`src/rtl/tiny_core_pkg.sv`:
```
// Shared definitions for the tiny core: instruction format, ALU opcodes,
// the special HALT/NOP words and the issue unit state encoding.
package tiny_core_pkg;

    localparam int INSTR_W = 32;

    // Instruction field bit positions
    localparam int DEST_MSB   = 31;
    localparam int DEST_LSB   = 25;
    localparam int SRC1_MSB   = 24;
    localparam int SRC1_LSB   = 18;
    localparam int SRC2_MSB   = 17;
    localparam int SRC2_LSB   = 11;
    localparam int OPCODE_MSB = 2;
    localparam int OPCODE_LSB = 0;

    // ALU opcodes carried in the low three bits
    localparam logic [2:0] OP_NOP = 3'd0;
    localparam logic [2:0] OP_ADD = 3'd1;
    localparam logic [2:0] OP_SUB = 3'd2;
    localparam logic [2:0] OP_AND = 3'd3;
    localparam logic [2:0] OP_OR  = 3'd4;
    localparam logic [2:0] OP_XOR = 3'd5;

    // Program terminator (never issued) and the idle filler word
    localparam logic [INSTR_W-1:0] HALT_WORD = 32'hFFFF_FFFF;
    localparam logic [INSTR_W-1:0] NOP_WORD  = 32'h0000_0000;

    typedef enum logic [1:0] {
        IDLE = 2'd0,
        RUN  = 2'd1,
        DONE = 2'd2
    } issue_state_t;

    // True when a fetched word terminates the program
    function automatic logic is_halt(input logic [INSTR_W-1:0] word);
        return word == HALT_WORD;
    endfunction

endpackage

```
`src/rtl/instruction_issue_unit_if.sv`:
```
// Load/control inputs and issue outputs of the instruction issue unit.
// The master drives program loads, start and stall; the slave is the unit.
interface instruction_issue_unit_if #(
    parameter int ADDR_W = 4
);
    logic              load_enable_in;
    logic [ADDR_W-1:0] load_address_in;
    logic [31:0]       load_data_in;
    logic              start_in;
    logic              stall_in;
    logic [31:0]       current_instruction_out;
    logic              instruction_valid_out;
    logic [ADDR_W-1:0] program_counter_out;
    logic              busy_out;
    logic              done_out;

    modport master (
        output load_enable_in,
        output load_address_in,
        output load_data_in,
        output start_in,
        output stall_in,
        input  current_instruction_out,
        input  instruction_valid_out,
        input  program_counter_out,
        input  busy_out,
        input  done_out
    );

    modport slave (
        input  load_enable_in,
        input  load_address_in,
        input  load_data_in,
        input  start_in,
        input  stall_in,
        output current_instruction_out,
        output instruction_valid_out,
        output program_counter_out,
        output busy_out,
        output done_out
    );

endinterface

```
`src/rtl/instruction_memory.sv`:
```
// Local program store: one synchronous write port and a combinational read
// port. The read data is registered downstream by the issue register, so a
// word written on one edge is visible to a fetch on the following edge.
// Contents are deliberately not reset.
module instruction_memory
    import tiny_core_pkg::*;
#(
    parameter int DEPTH  = 16,
    parameter int ADDR_W = $clog2(DEPTH)
) (
    input  logic               clock_in,
    input  logic               write_enable,
    input  logic [ADDR_W-1:0]  write_address,
    input  logic [INSTR_W-1:0] write_data,
    input  logic [ADDR_W-1:0]  read_address,
    output logic [INSTR_W-1:0] read_data
);

    logic [INSTR_W-1:0] mem [DEPTH];

    // Store a program word on the rising edge when a write is requested
    always_ff @(posedge clock_in) begin
        if (write_enable) begin
            mem[write_address] <= write_data;
        end
    end

    assign read_data = mem[read_address];

endmodule

```
`src/rtl/instruction_issue_unit.sv`:
```
// Instruction issue unit: holds a small program, and once started walks the
// program counter from 0, issuing one word per unstalled cycle until a HALT
// word is fetched or the last memory location has been issued.
module instruction_issue_unit
    import tiny_core_pkg::*;
#(
    parameter int DEPTH  = 16,
    parameter int ADDR_W = $clog2(DEPTH)
) (
    input  logic                      clock_in,
    input  logic                      reset_n_in,
    instruction_issue_unit_if.slave   bus
);

    localparam logic [ADDR_W-1:0] LAST_ADDR = ADDR_W'(DEPTH - 1);

    issue_state_t       state_q, state_d;
    logic [ADDR_W-1:0]  pc_q, pc_d;
    logic [INSTR_W-1:0] instr_q, instr_d;
    logic               valid_q, valid_d;
    logic [INSTR_W-1:0] fetch_word;
    logic               mem_write;

    // Program loads are only accepted while no program is running
    assign mem_write = bus.load_enable_in && (state_q != RUN);

    instruction_memory #(
        .DEPTH  (DEPTH),
        .ADDR_W (ADDR_W)
    ) u_memory (
        .clock_in      (clock_in),
        .write_enable  (mem_write),
        .write_address (bus.load_address_in),
        .write_data    (bus.load_data_in),
        .read_address  (pc_q),
        .read_data     (fetch_word)
    );

    // State, program counter and issue register, cleared immediately on reset
    always_ff @(posedge clock_in or negedge reset_n_in) begin
        if (!reset_n_in) begin
            state_q <= IDLE;
            pc_q    <= '0;
            instr_q <= NOP_WORD;
            valid_q <= 1'b0;
        end else begin
            state_q <= state_d;
            pc_q    <= pc_d;
            instr_q <= instr_d;
            valid_q <= valid_d;
        end
    end

    // Next-state logic: start handling, sequencing, stall hold and termination
    always_comb begin
        state_d = state_q;
        pc_d    = pc_q;
        instr_d = instr_q;
        valid_d = valid_q;

        case (state_q)
            IDLE, DONE: begin
                instr_d = NOP_WORD;
                valid_d = 1'b0;
                if (bus.start_in) begin
                    pc_d    = '0;
                    state_d = RUN;
                end
            end
            RUN: begin
                if (!bus.stall_in) begin
                    if (is_halt(fetch_word)) begin
                        instr_d = NOP_WORD;
                        valid_d = 1'b0;
                        state_d = DONE;
                    end else begin
                        instr_d = fetch_word;
                        valid_d = 1'b1;
                        if (pc_q == LAST_ADDR) begin
                            state_d = DONE;
                        end else begin
                            pc_d = pc_q + ADDR_W'(1);
                        end
                    end
                end
            end
            default: begin
                state_d = IDLE;
                instr_d = NOP_WORD;
                valid_d = 1'b0;
            end
        endcase
    end

    assign bus.current_instruction_out = instr_q;
    assign bus.instruction_valid_out   = valid_q;
    assign bus.program_counter_out     = pc_q;
    assign bus.busy_out                = (state_q == RUN);
    assign bus.done_out                = (state_q == DONE);

endmodule

```
`src/flat_wrapper.sv`:
```
// flat-port wrapper written by rule: the top's interface ports become plain ports
module instruction_issue_unit_flat import tiny_core_pkg::*;
#(
    parameter int DEPTH  = 16,
    parameter int ADDR_W = $clog2(DEPTH)
)
  (clock_in, reset_n_in, bus_load_enable_in, bus_load_address_in, bus_load_data_in, bus_start_in, bus_stall_in, bus_current_instruction_out, bus_instruction_valid_out, bus_program_counter_out, bus_busy_out, bus_done_out);
  instruction_issue_unit_if #(.ADDR_W(ADDR_W)) bus_i ();
  input  logic clock_in;
  input  logic reset_n_in;
  input wire logic [$bits(bus_i.load_enable_in)-1:0] bus_load_enable_in;
  input wire logic [$bits(bus_i.load_address_in)-1:0] bus_load_address_in;
  input wire logic [$bits(bus_i.load_data_in)-1:0] bus_load_data_in;
  input wire logic [$bits(bus_i.start_in)-1:0] bus_start_in;
  input wire logic [$bits(bus_i.stall_in)-1:0] bus_stall_in;
  output wire logic [$bits(bus_i.current_instruction_out)-1:0] bus_current_instruction_out;
  output wire logic [$bits(bus_i.instruction_valid_out)-1:0] bus_instruction_valid_out;
  output wire logic [$bits(bus_i.program_counter_out)-1:0] bus_program_counter_out;
  output wire logic [$bits(bus_i.busy_out)-1:0] bus_busy_out;
  output wire logic [$bits(bus_i.done_out)-1:0] bus_done_out;
  assign bus_i.load_enable_in = bus_load_enable_in;
  assign bus_i.load_address_in = bus_load_address_in;
  assign bus_i.load_data_in = bus_load_data_in;
  assign bus_i.start_in = bus_start_in;
  assign bus_i.stall_in = bus_stall_in;
  assign bus_current_instruction_out = bus_i.current_instruction_out;
  assign bus_instruction_valid_out = bus_i.instruction_valid_out;
  assign bus_program_counter_out = bus_i.program_counter_out;
  assign bus_busy_out = bus_i.busy_out;
  assign bus_done_out = bus_i.done_out;
  instruction_issue_unit #(.DEPTH(DEPTH), .ADDR_W(ADDR_W)) u_core (.clock_in(clock_in), .reset_n_in(reset_n_in), .bus(bus_i));
endmodule
```
`config.mk`:
```
export PLATFORM = sky130hd
export DESIGN_NAME = instruction_issue_unit_flat
export DESIGN_NICKNAME = d
export VERILOG_FILES = /design/src/rtl/tiny_core_pkg.sv /design/src/rtl/instruction_issue_unit_if.sv /design/src/rtl/instruction_memory.sv /design/src/rtl/instruction_issue_unit.sv /design/src/flat_wrapper.sv
export SDC_FILE = /design/constraint.sdc
export NUM_CORES = 1
export LEC_CHECK = 0
export BUFFER_PORTS_ARGS = -buffer_cell sky130_fd_sc_hd__buf_2
export CAP_MARGIN = 20
export CORE_MARGIN = 3
export CORE_UTILIZATION = 30
export CTS_BUF_LIST = sky130_fd_sc_hd__clkbuf_8
export CTS_CLUSTER_DIAMETER = 200
export DETAILED_ROUTE_END_ITERATION = 12
export PLACE_DENSITY = 0.45
export SYNTH_ARGS = -nofsm -noshare
export SYNTH_HDL_FRONTEND = slang
export SYNTH_SLANG_ARGS = --single-unit
```
`constraint.sdc`:
```
create_clock -name clock_in -period 4.1 [get_ports clock_in]
set_input_delay 0.82 -clock clock_in [delete_from_list [all_inputs] [get_ports clock_in]]
set_output_delay 0.82 -clock clock_in [all_outputs]
set_load 0.02 [all_outputs]
```
==> impl_metrics.toml <==
[power]
powerDensity_nw_per_um2 = 630
cellLeakagePower_nw = 8.23
irDropWorstVdd_v = 0.000359

[worst_setup_path]
path_max_fanout = 11
cp.required_ns = 4.62
end_kind = "flop"
start_kind = "flop"
critPathKind = "reg2reg"
cp.arrival_ns = 4.16

[routing]
routed_via_density = 4.86
wirelength_um = 56400
drt-pass1-iter-count = 5
routedWlPerCell_um = 26.6
route.vias.total = 10295
drc_errors = 0
antenna_left = 0
drt_iter0_drc = 721

[status]
outcome = "complete, no violations"

[clock_tree]
cts_tree = "built"
cts.sinks = 551
cts_inserted_buffers = 94
htree_levels = 3
cts_root_buf = "clkbuf_8"
clk_latency_ns = 0.67
cts_setup_buffers = 0
post_cts_resized = 0
holdBufCountCts = 0
clkSlewWorstSetupHoldPaths_ns = 0.06
clockBufferDepth = 3

[timing]
period_share_pct = 88.7
slew_viol_final = 0
fin_skew_ns = 0.0372
finalSetupViolCount = 0
relSlewSlack_pct = 43.1
rsz0062_at_grt = "no"
post-route-min-period_ns = 3.64
hold_violations = 0
worst_pin_slew_ns = 0.853
finalSetupTns_ns = 0
fmax_mhz = 275

[global_route]
antenna_found_initial = 4
track_usage_pct = 15.3
met2_usage_pct = 23.7
overflow = 0
gr-usage-met3_pct = 3.24
grt_pass1_wl_um = 80200
use_met1_pct = 21.6
grt_max_degree = 49
grt_pass1_vias = 10913
top_usage_layer = "met2"

[layout]
layout_commonest_cell = "edfxtp_1"
final_cell_mix = "edfxtp_1 (512), mux4_2 (108), clkbuf_8 (98)"
syn_to_final_growth_pct = 16.4
post-route-cell-area_um2 = 24700
fin_nets = 1150
drive_above_1_share_pct = 32.2

[synth]
syn_area_um2 = 21200
syn_nets = 973
yosysSeqAreaShare_pct = 77.0
synth_ff_type = "edfxtp_1"
synth-edff-count = 512
synthCells = 931
syn_area_per_cell_um2 = 22.8
async_flop_share_pct = 7.08
ys_warn_count = 0
synth-seq-cells = 551
synth_cell_types = 48

[worst_hold_path]
hold_path.class = "in2reg"

[placed_design]
dpl-instance-area_um2 = 23000
finalWeightedCongestion = 0.706
dpl.hpwl_um = 30200
io_buffers = 79

[floorplanning]
core_um2 = 69400
start_util_pct = 30.6
floorplan.rows = 96
io_pins = 80
die_x_um = 272
die_area_um2 = 74100
die_h_um = 272

[flow_run]
cap_violations = 0
cells by family (layout without fill, tap and decap cells):
logic type | count (synthesis) | after routing | synth area share [%]
flops | 551 | 551 | 77.0
mux | 154 | 154 | 15.7
simple gates | 90 | 90 | 2.20
compound gates | 83 | 83 | 3.06
buf+inv | 52 | 306 | 2.04
fa+ha+maj | 1 | 1 | 0.0589
other cells | 0 | 1 | 0
sequential cells by signal (all words and copies together), names as in the netlist:
signal	cells
u_core.bus.current_instruction_out	32
u_core.bus.instruction_valid_out	1
u_core.u_memory.mem	512
u_core.state_q	2
u_core.bus.program_counter_out	4
cell usage after synthesis (10+ instances only):
cell | instances | area [um2]
buf_2 | 12 | 60.1
o21ai_0 | 10 | 50.1
edfxtp_1 | 512 | 15400
mux4_2 | 108 | 2430
a22oi_1 | 14 | 105
a221oi_1 | 13 | 114
mux2i_1 | 18 | 180
nor2_1 | 22 | 82.6
mux4_1 | 27 | 709
a22o_1 | 31 | 272
dfrtp_1 | 39 | 976
nand2_1 | 28 | 105
layer usage:
layer / up-vias / part of all wire, %
met5: - / 0.059
met4: 4 / 2.2
met3: 90 / 5.3
met2: 279 / 46
met1: 5558 / 46
li1: 4364 / -
through the flow:
stage	utilization [%]	power, W	instances	worst slack (ns)	hold WS, ns
6_report	35.6	0.0156	2117	0.464	0.487
5_1_grt	35.6	0.0164	2116	0.327	0.442
4_1_cts	35.6	0.0159	2114	0.434	0.320
3_5_place_dp	33.1	0.0113	1941	0.454	0.486
3_3_place_gp	33.1	0.0113	1940	0.314	0.466
2_1_floorplan	-	0.00982	931	0.370	0.524
worst max-delay path, stage by stage, from the launching register on:
cell,delay (ns)
dfrtp_1,0.69
and2_1,0.73
a221oi_1,0.32
or4_1,0.71
nor4_4,0.25
buf_4,0.21
nand2b_1,0.41
o21ai_0,0.16
report_power, final:
part	internal (W)	switching [W]	leakage (nW)	total, W
combinational	0.00201	0.00234	2.14	0.00434
sequential	0.00643	0.000312	5.09	0.00674
clock	0.00228	0.00221	1.00	0.00449
path summary, 6_finish.rpt:
kind	from	endpoint	slack [ns]	cells after the start
max in group asynchronous	reset_n_in	u_core.bus.program_counter_out[0]	3.03	3
hold reg to reg	u_core.bus.current_instruction_out[1]	u_core.bus.current_instruction_out[1]	0.49	2
setup / recovery	u_core.bus.program_counter_out[3]	u_core.bus.current_instruction_out[1]	0.46	7
min in group asynchronous	reset_n_in	u_core.bus.current_instruction_out[10]	0.55	2
setup reg to reg	u_core.bus.program_counter_out[3]	u_core.bus.current_instruction_out[1]	0.46	7
hold / removal	bus_stall_in	u_core.state_q[1]	0.49	2
layout make-up:
type	count	area (um2)
antenna	1	2.50
clock buffer	98	1350
clock inverter	75	355
fill	6506	44700
inverter	4	15.0
multi-input combinational	328	4580
sequential	551	16400
tap	931	1160
timing repair buffer	129	906
Power figures use the tool's default switching activity.
